## src/rtl/i2c_arb_pkg.sv

```systemverilog
// Shared types and default timing constants for the two-requester I2C EEPROM arbiter.
package i2c_arb_pkg;

    typedef enum logic [2:0] {
        StIdle,
        StStart,
        StBusy,
        StTwr,
        StDone
    } arb_state_e;

    localparam int unsigned DefStartHold  = 50;
    localparam int unsigned DefTwrCyc     = 250_000;
    localparam int unsigned DefTimeoutCyc = 2_000_000;

endpackage

```

## src/rtl/i2c_rr_grant.sv

```systemverilog
// Two-way round-robin grant: a lone request wins outright, a tie goes to the side ptr favours.
module i2c_rr_grant
    import i2c_arb_pkg::*;
(
    input  logic [1:0] req,
    input  logic       ptr,
    output logic [1:0] gnt
);

    always_comb begin
        gnt = req;
        if (&req) begin
            gnt = ptr ? 2'b10 : 2'b01;
        end
    end

endmodule

```

## src/rtl/i2c_arbiter.sv

```systemverilog
// Sequences an external I2C EEPROM controller on behalf of two requesters.
// Optional transaction timeout is compiled in with `define I2C_ARB_TIMEOUT_EN.
module i2c_arbiter
    import i2c_arb_pkg::*;
#(
    parameter int unsigned START_HOLD  = DefStartHold,
    parameter int unsigned TWR_CYC     = DefTwrCyc,
    parameter int unsigned TIMEOUT_CYC = DefTimeoutCyc
) (
    input  logic        sys_clk,
    input  logic        sys_rst_n,
    input  logic        req0,
    input  logic        wr0,
    input  logic [15:0] addr0,
    input  logic [7:0]  wdata0,
    input  logic        req1,
    input  logic        wr1,
    input  logic [15:0] addr1,
    input  logic [7:0]  wdata1,
    output logic        gnt0,
    output logic        gnt1,
    output logic        done0,
    output logic        done1,
    output logic [7:0]  rdata,
    output logic        err,
    output logic        i2c_start,
    output logic        wr_en,
    output logic        rd_en,
    output logic [15:0] byte_addr,
    output logic [7:0]  wr_data,
    input  logic        i2c_end,
    input  logic [7:0]  rd_data
);

    localparam int unsigned CntMax = (START_HOLD > TWR_CYC) ? START_HOLD : TWR_CYC;
    localparam int unsigned CntW   = $clog2(CntMax + 1);

    arb_state_e      state_q;
    logic [CntW-1:0] cnt_q;
    logic            ptr_q;
    logic            owner_q;
    logic [2:0]      end_sync_q;
    logic [1:0]      rr_gnt;
    logic            end_rise;
    logic            timeout;

    i2c_rr_grant u_rr_grant (
        .req ({req1, req0}),
        .ptr (ptr_q),
        .gnt (rr_gnt)
    );

    // Bits [1:0] are the synchroniser, bit 2 holds the previous synchronised level.
    always_ff @(posedge sys_clk or negedge sys_rst_n) begin
        if (!sys_rst_n) begin
            end_sync_q <= '0;
        end else begin
            end_sync_q <= {end_sync_q[1:0], i2c_end};
        end
    end

    assign end_rise = end_sync_q[1] & ~end_sync_q[2];

`ifdef I2C_ARB_TIMEOUT_EN
    localparam int unsigned ToW = $clog2(TIMEOUT_CYC + 1);

    logic [ToW-1:0] to_cnt_q;

    assign timeout = ((state_q == StStart) || (state_q == StBusy)) &&
                     (to_cnt_q == ToW'(TIMEOUT_CYC - 1));

    always_ff @(posedge sys_clk or negedge sys_rst_n) begin
        if (!sys_rst_n) begin
            to_cnt_q <= '0;
            err      <= 1'b0;
        end else begin
            err <= timeout;
            if (state_q == StIdle) begin
                to_cnt_q <= '0;
            end else if (((state_q == StStart) || (state_q == StBusy)) &&
                         (to_cnt_q != ToW'(TIMEOUT_CYC))) begin
                to_cnt_q <= to_cnt_q + ToW'(1);
            end
        end
    end
`else
    assign timeout = 1'b0;
    assign err     = 1'b0;

    // TIMEOUT_CYC has no effect in this build.
    if (TIMEOUT_CYC == 0) begin : g_timeout_off
    end
`endif

    always_ff @(posedge sys_clk or negedge sys_rst_n) begin
        if (!sys_rst_n) begin
            state_q   <= StIdle;
            cnt_q     <= '0;
            ptr_q     <= 1'b0;
            owner_q   <= 1'b0;
            gnt0      <= 1'b0;
            gnt1      <= 1'b0;
            done0     <= 1'b0;
            done1     <= 1'b0;
            rdata     <= '0;
            i2c_start <= 1'b0;
            wr_en     <= 1'b0;
            rd_en     <= 1'b0;
            byte_addr <= '0;
            wr_data   <= '0;
        end else begin
            done0 <= 1'b0;
            done1 <= 1'b0;
            unique case (state_q)
                StIdle: begin
                    if (|rr_gnt) begin
                        owner_q   <= rr_gnt[1];
                        gnt0      <= rr_gnt[0];
                        gnt1      <= rr_gnt[1];
                        byte_addr <= rr_gnt[1] ? addr1 : addr0;
                        wr_data   <= rr_gnt[1] ? wdata1 : wdata0;
                        wr_en     <= rr_gnt[1] ? wr1 : wr0;
                        rd_en     <= rr_gnt[1] ? ~wr1 : ~wr0;
                        cnt_q     <= '0;
                        state_q   <= StStart;
                    end
                end
                StStart: begin
                    if (timeout) begin
                        i2c_start <= 1'b0;
                        done0     <= ~owner_q;
                        done1     <= owner_q;
                        state_q   <= StDone;
                    end else if (!i2c_start) begin
                        // First START cycle: gives the one-cycle grant-to-start latency.
                        i2c_start <= 1'b1;
                        cnt_q     <= '0;
                    end else if (cnt_q == CntW'(START_HOLD - 1)) begin
                        i2c_start <= 1'b0;
                        state_q   <= StBusy;
                    end else if (cnt_q != '1) begin
                        cnt_q <= cnt_q + CntW'(1);
                    end
                end
                StBusy: begin
                    if (timeout) begin
                        done0   <= ~owner_q;
                        done1   <= owner_q;
                        state_q <= StDone;
                    end else if (end_rise) begin
                        if (wr_en) begin
                            cnt_q   <= '0;
                            state_q <= StTwr;
                        end else begin
                            rdata   <= rd_data;
                            done0   <= ~owner_q;
                            done1   <= owner_q;
                            state_q <= StDone;
                        end
                    end
                end
                StTwr: begin
                    if (cnt_q == CntW'(TWR_CYC - 1)) begin
                        done0   <= ~owner_q;
                        done1   <= owner_q;
                        state_q <= StDone;
                    end else if (cnt_q != '1) begin
                        cnt_q <= cnt_q + CntW'(1);
                    end
                end
                StDone: begin
                    gnt0    <= 1'b0;
                    gnt1    <= 1'b0;
                    wr_en   <= 1'b0;
                    rd_en   <= 1'b0;
                    ptr_q   <= ~owner_q;
                    state_q <= StIdle;
                end
                default: state_q <= StIdle;
            endcase
        end
    end

endmodule

```

## config.mk

```make
export PLATFORM = sky130hd
export DESIGN_NAME = i2c_arbiter
export DESIGN_NICKNAME = d
export VERILOG_FILES = /design/src/rtl/i2c_arb_pkg.sv /design/src/rtl/i2c_rr_grant.sv /design/src/rtl/i2c_arbiter.sv
export SDC_FILE = /design/constraint.sdc
export NUM_CORES = 1
export LEC_CHECK = 0
export BUFFER_PORTS_ARGS = -buffer_cell sky130_fd_sc_hd__buf_2
export CELL_PAD_IN_SITES_DETAIL_PLACEMENT = 1
export CELL_PAD_IN_SITES_GLOBAL_PLACEMENT = 1
export CORE_MARGIN = 3
export CORE_UTILIZATION = 38
export DETAILED_ROUTE_END_ITERATION = 10
export PLACE_DENSITY = 0.78
export SETUP_SLACK_MARGIN = 0.05
export SLEW_MARGIN = 5
export SYNTH_ARGS = -nofsm -noshare
export SYNTH_HDL_FRONTEND = slang
export SYNTH_SLANG_ARGS = --single-unit
```

## constraint.sdc

```tcl
create_clock -name sys_clk -period 2.7 [get_ports sys_clk]
set_input_delay 0 -clock sys_clk [delete_from_list [all_inputs] [get_ports sys_clk]]
set_output_delay 0 -clock sys_clk [all_outputs]
set_load 0.01 [all_outputs]
```

==> out/qor.yml <==
setup_tns_ns: 0
crit_family: "buffers and inverters"
numPortBuffers: 101
end_kind: "flip-flop"
cts_tree: "built"
worstSkewPairLatency_ns: 0.35
drive_above_1_share_pct: 30.5
final_max_slew_viol_count: 0
io_pins: 103
yosys.area.top_type: "dfrtp_1"
powerDensity_nw_per_um2: 735
slowest_delay_ns: 0.59
worstReg2RegEnd: "byte_addr[14]"
first_pass_iters: 4
critPathBufInv: 2
grt_pass1_vias: 3406
grt.total_usage_pct: 24.3
min_from: "addr1[7]"
antenna_cells: 0
finalCriticalPeriod_ns: 2.45
min_path_type: "in -> reg"
worst_pin_slew_ns: 0.845
via_count: 3135
cts_setup_buffers: 0
synth_top_area_share_pct: 50.4
path_clk_slew_ns: 0.08
cts_sinks: 65
numCtsBuffers: 9
syn-num-nets: 380
ys_seq_area_share_pct: 50.4
netlist_instances: 315
p_leak_nw: 2.21
slowest_stage: "dlygate4sd3_1"
dp_cells: 507
fill_cells: 886
std_cell_rows: 32
rsz0062_at_grt: "no"
grt_max_degree: 52
final_net_count: 532
fp.dieH_um: 98.2
crit_path_start_kind: "flip-flop"
overflow: 0
synth_area_leaders: "dfrtp_1 50%, mux2i_1 8.1%, o21ai_0 6.2%"
relSlewSlack_pct: 43.6
fmax_mhz: 409
stdcell_count: 574
clock_path_buffers: 2
reg2reg_from: "ptr_q"
critPathKind: "reg -> reg"
ir_worst_vdd_uv: 489
drt_wl_total_um: 11300
whs_endpoint: "byte_addr[7]"
ant_nets: 0
crit_chain: "o21ai_4, buf_4, mux2i_1, dlygate4sd3_1, o21ai_0"
area_growth_pct: 41.3
finalClockSkew_ns: 0.00974
routabilityCongestion: 0.908
dr.first_iter.drc_count: 118
worst-path-stages: 5
grt_pass1_wl_um: 18700
synth_warnings: 0
antenna_found_initial: 0
setup_viol: 0
drc: 0
worst-endpoint-arrival_ns: 2.64
cts_root_buf: "clkbuf_8"
drv_cap: 0
synth-main-ff-cell: "dfrtp_1"
design.die.area_um2: 9630
synthesis.area_um2: 3230
design_area_um2: 4560
worstHoldPathCells: 3
syn_avg_cell_area_um2: 10.2
async_flop_share_pct: 100
synth.ff_latch_count: 65
initial_utilization_pct: 40.5
cts_htree_levels: 3
fin_crit_sh_pct: 90.6
crit_required_ns: 2.90
synth_edf_count: 0
coreArea_um2: 7970
dpl-instance-area_um2: 3850
hold_viol_final: 0
synth_cell_type_count: 53
vias_per_cell: 5.46
rrSetupSlack_ns: 0.25
wire_per_inst_um: 19.6
die_x_um: 98.2
status: "completed"
dp_hpwl_um: 6590
crit_fanout: 16
rr_worst_depth: 5
==> synthesized netlist by cell type (2+ instances only) <==
cell	count
dfrtp_1	65
o21ai_0	40
nand2_1	34
mux2i_1	26
a21oi_1	18
nand3_1	10
nor2_1	10
buf_2	8
mux2_2	8
nand4_1	8
or3_1	8
inv_1	7
clkbuf_1	6
and3_1	5
nor2b_1	4
nor4b_1	4
o31ai_1	4
and2_1	3
nor4_1	3
o211ai_1	3
or4_1	3
a31oi_1	2
ha_1	2
nor2_2	2
nor3_1	2
o21ai_1	2
xor2_1	2
==> cell families (layout without fill, tap and decap cells) <==
logic type | Yosys count | in the layout | synth area share, %
compound gates | 83 | 83 | 16.0
flops | 65 | 65 | 50.4
simple gates | 106 | 106 | 18.3
mux | 34 | 34 | 10.9
xor+xnor | 2 | 2 | 0.543
buf+inv | 22 | 179 | 2.99
other cells | 1 | 1 | 0.116
fa+ha+maj | 2 | 2 | 0.775
==> tightest hold or removal path, stage by stage <==
cell	delay, ns
buf_2	0.09
mux2i_1	0.07
o21ai_0	0.15
==> cell usage in the layout, fill, tap and decap left out, drive strengths merged, types with 3 or more instances in the layout <==
cell type	n
o211ai	4
inv	9
nor4	4
mux2	8
clkinv	3
a21oi	18
dfrtp	65
o21ai	42
buf	105
nor4b	4
and3	5
mux2i	26
or3	8
or4	4
nor2	12
dlygate4sd3	51
nand2	34
and2	3
nand3	11
nand4	8
nor2b	4
o31ai	5
clkbuf	9
==> worst max path at each step <==
stage                         from       endpoint  slack (ns)
after global routing         ptr_q  byte_addr[14]        0.15
final                        ptr_q  byte_addr[14]        0.25
after CTS                    ptr_q  byte_addr[11]        0.35
after global placement    cnt_q[0]       cnt_q[8]        0.62
after floorplan           cnt_q[0]       cnt_q[7]        0.76
after detailed placement  cnt_q[0]       cnt_q[8]        0.54
==> per-layer routing <==
layer  up-vias  routed length [um]  global-route usage (%)
li1       1466                   -                       -
met3         9                 657                    5.21
met5         -                   0                       0
met4         0                 124                    6.20
met1      1536                4760                    31.3
met2       124                5700                    41.7
==> flip-flops by register name, indices dropped and copies added (netlist names), 3 cells and up <==
| name | flops |
|---|---|
| cnt_q | 18 |
| byte_addr | 16 |
| rdata | 8 |
| wr_data | 8 |
| end_sync_q | 3 |
| state_q | 3 |
==> stage by stage <==
step           setup slack, ns  util [%]  power (mW)  hold WS (ns)
2_1_floorplan            0.756         -        1.93        -0.296
3_3_place_gp             0.620      48.3        2.31         0.111
3_5_place_dp             0.540      48.3        2.37         0.111
4_1_cts                  0.348      57.2        3.29      0.000566
5_1_grt                  0.147      57.2        3.57        0.0166
6_report                 0.255      57.2        3.35        0.0169
==> cell type report <==
type / instances / area [um^2] / area share [%]
multi-input cells: 228 / 1520 / 33.3
well taps: 102 / 128 / 2.80
clock inverters: 7 / 77.6 / 1.70
clock buffers: 9 / 124 / 2.72
flip-flops and latches: 65 / 1630 / 35.7
repair buffers: 156 / 1060 / 23.2
inverters: 7 / 26.3 / 0.576
==> repair_timing <==
item | 4_1_cts | 5_1_grt
endpoints found under the hold margin | 64 | 0
hold buffers | 51 | 0
resized for setup | 0 | 0
==> power breakdown <==
group          switching [mW]  internal [mW]  total [mW]
clock                   0.423          0.434       0.858
sequential              0.240           1.24        1.48
combinational           0.567          0.444        1.01
(Power assumes the default switching activity.)
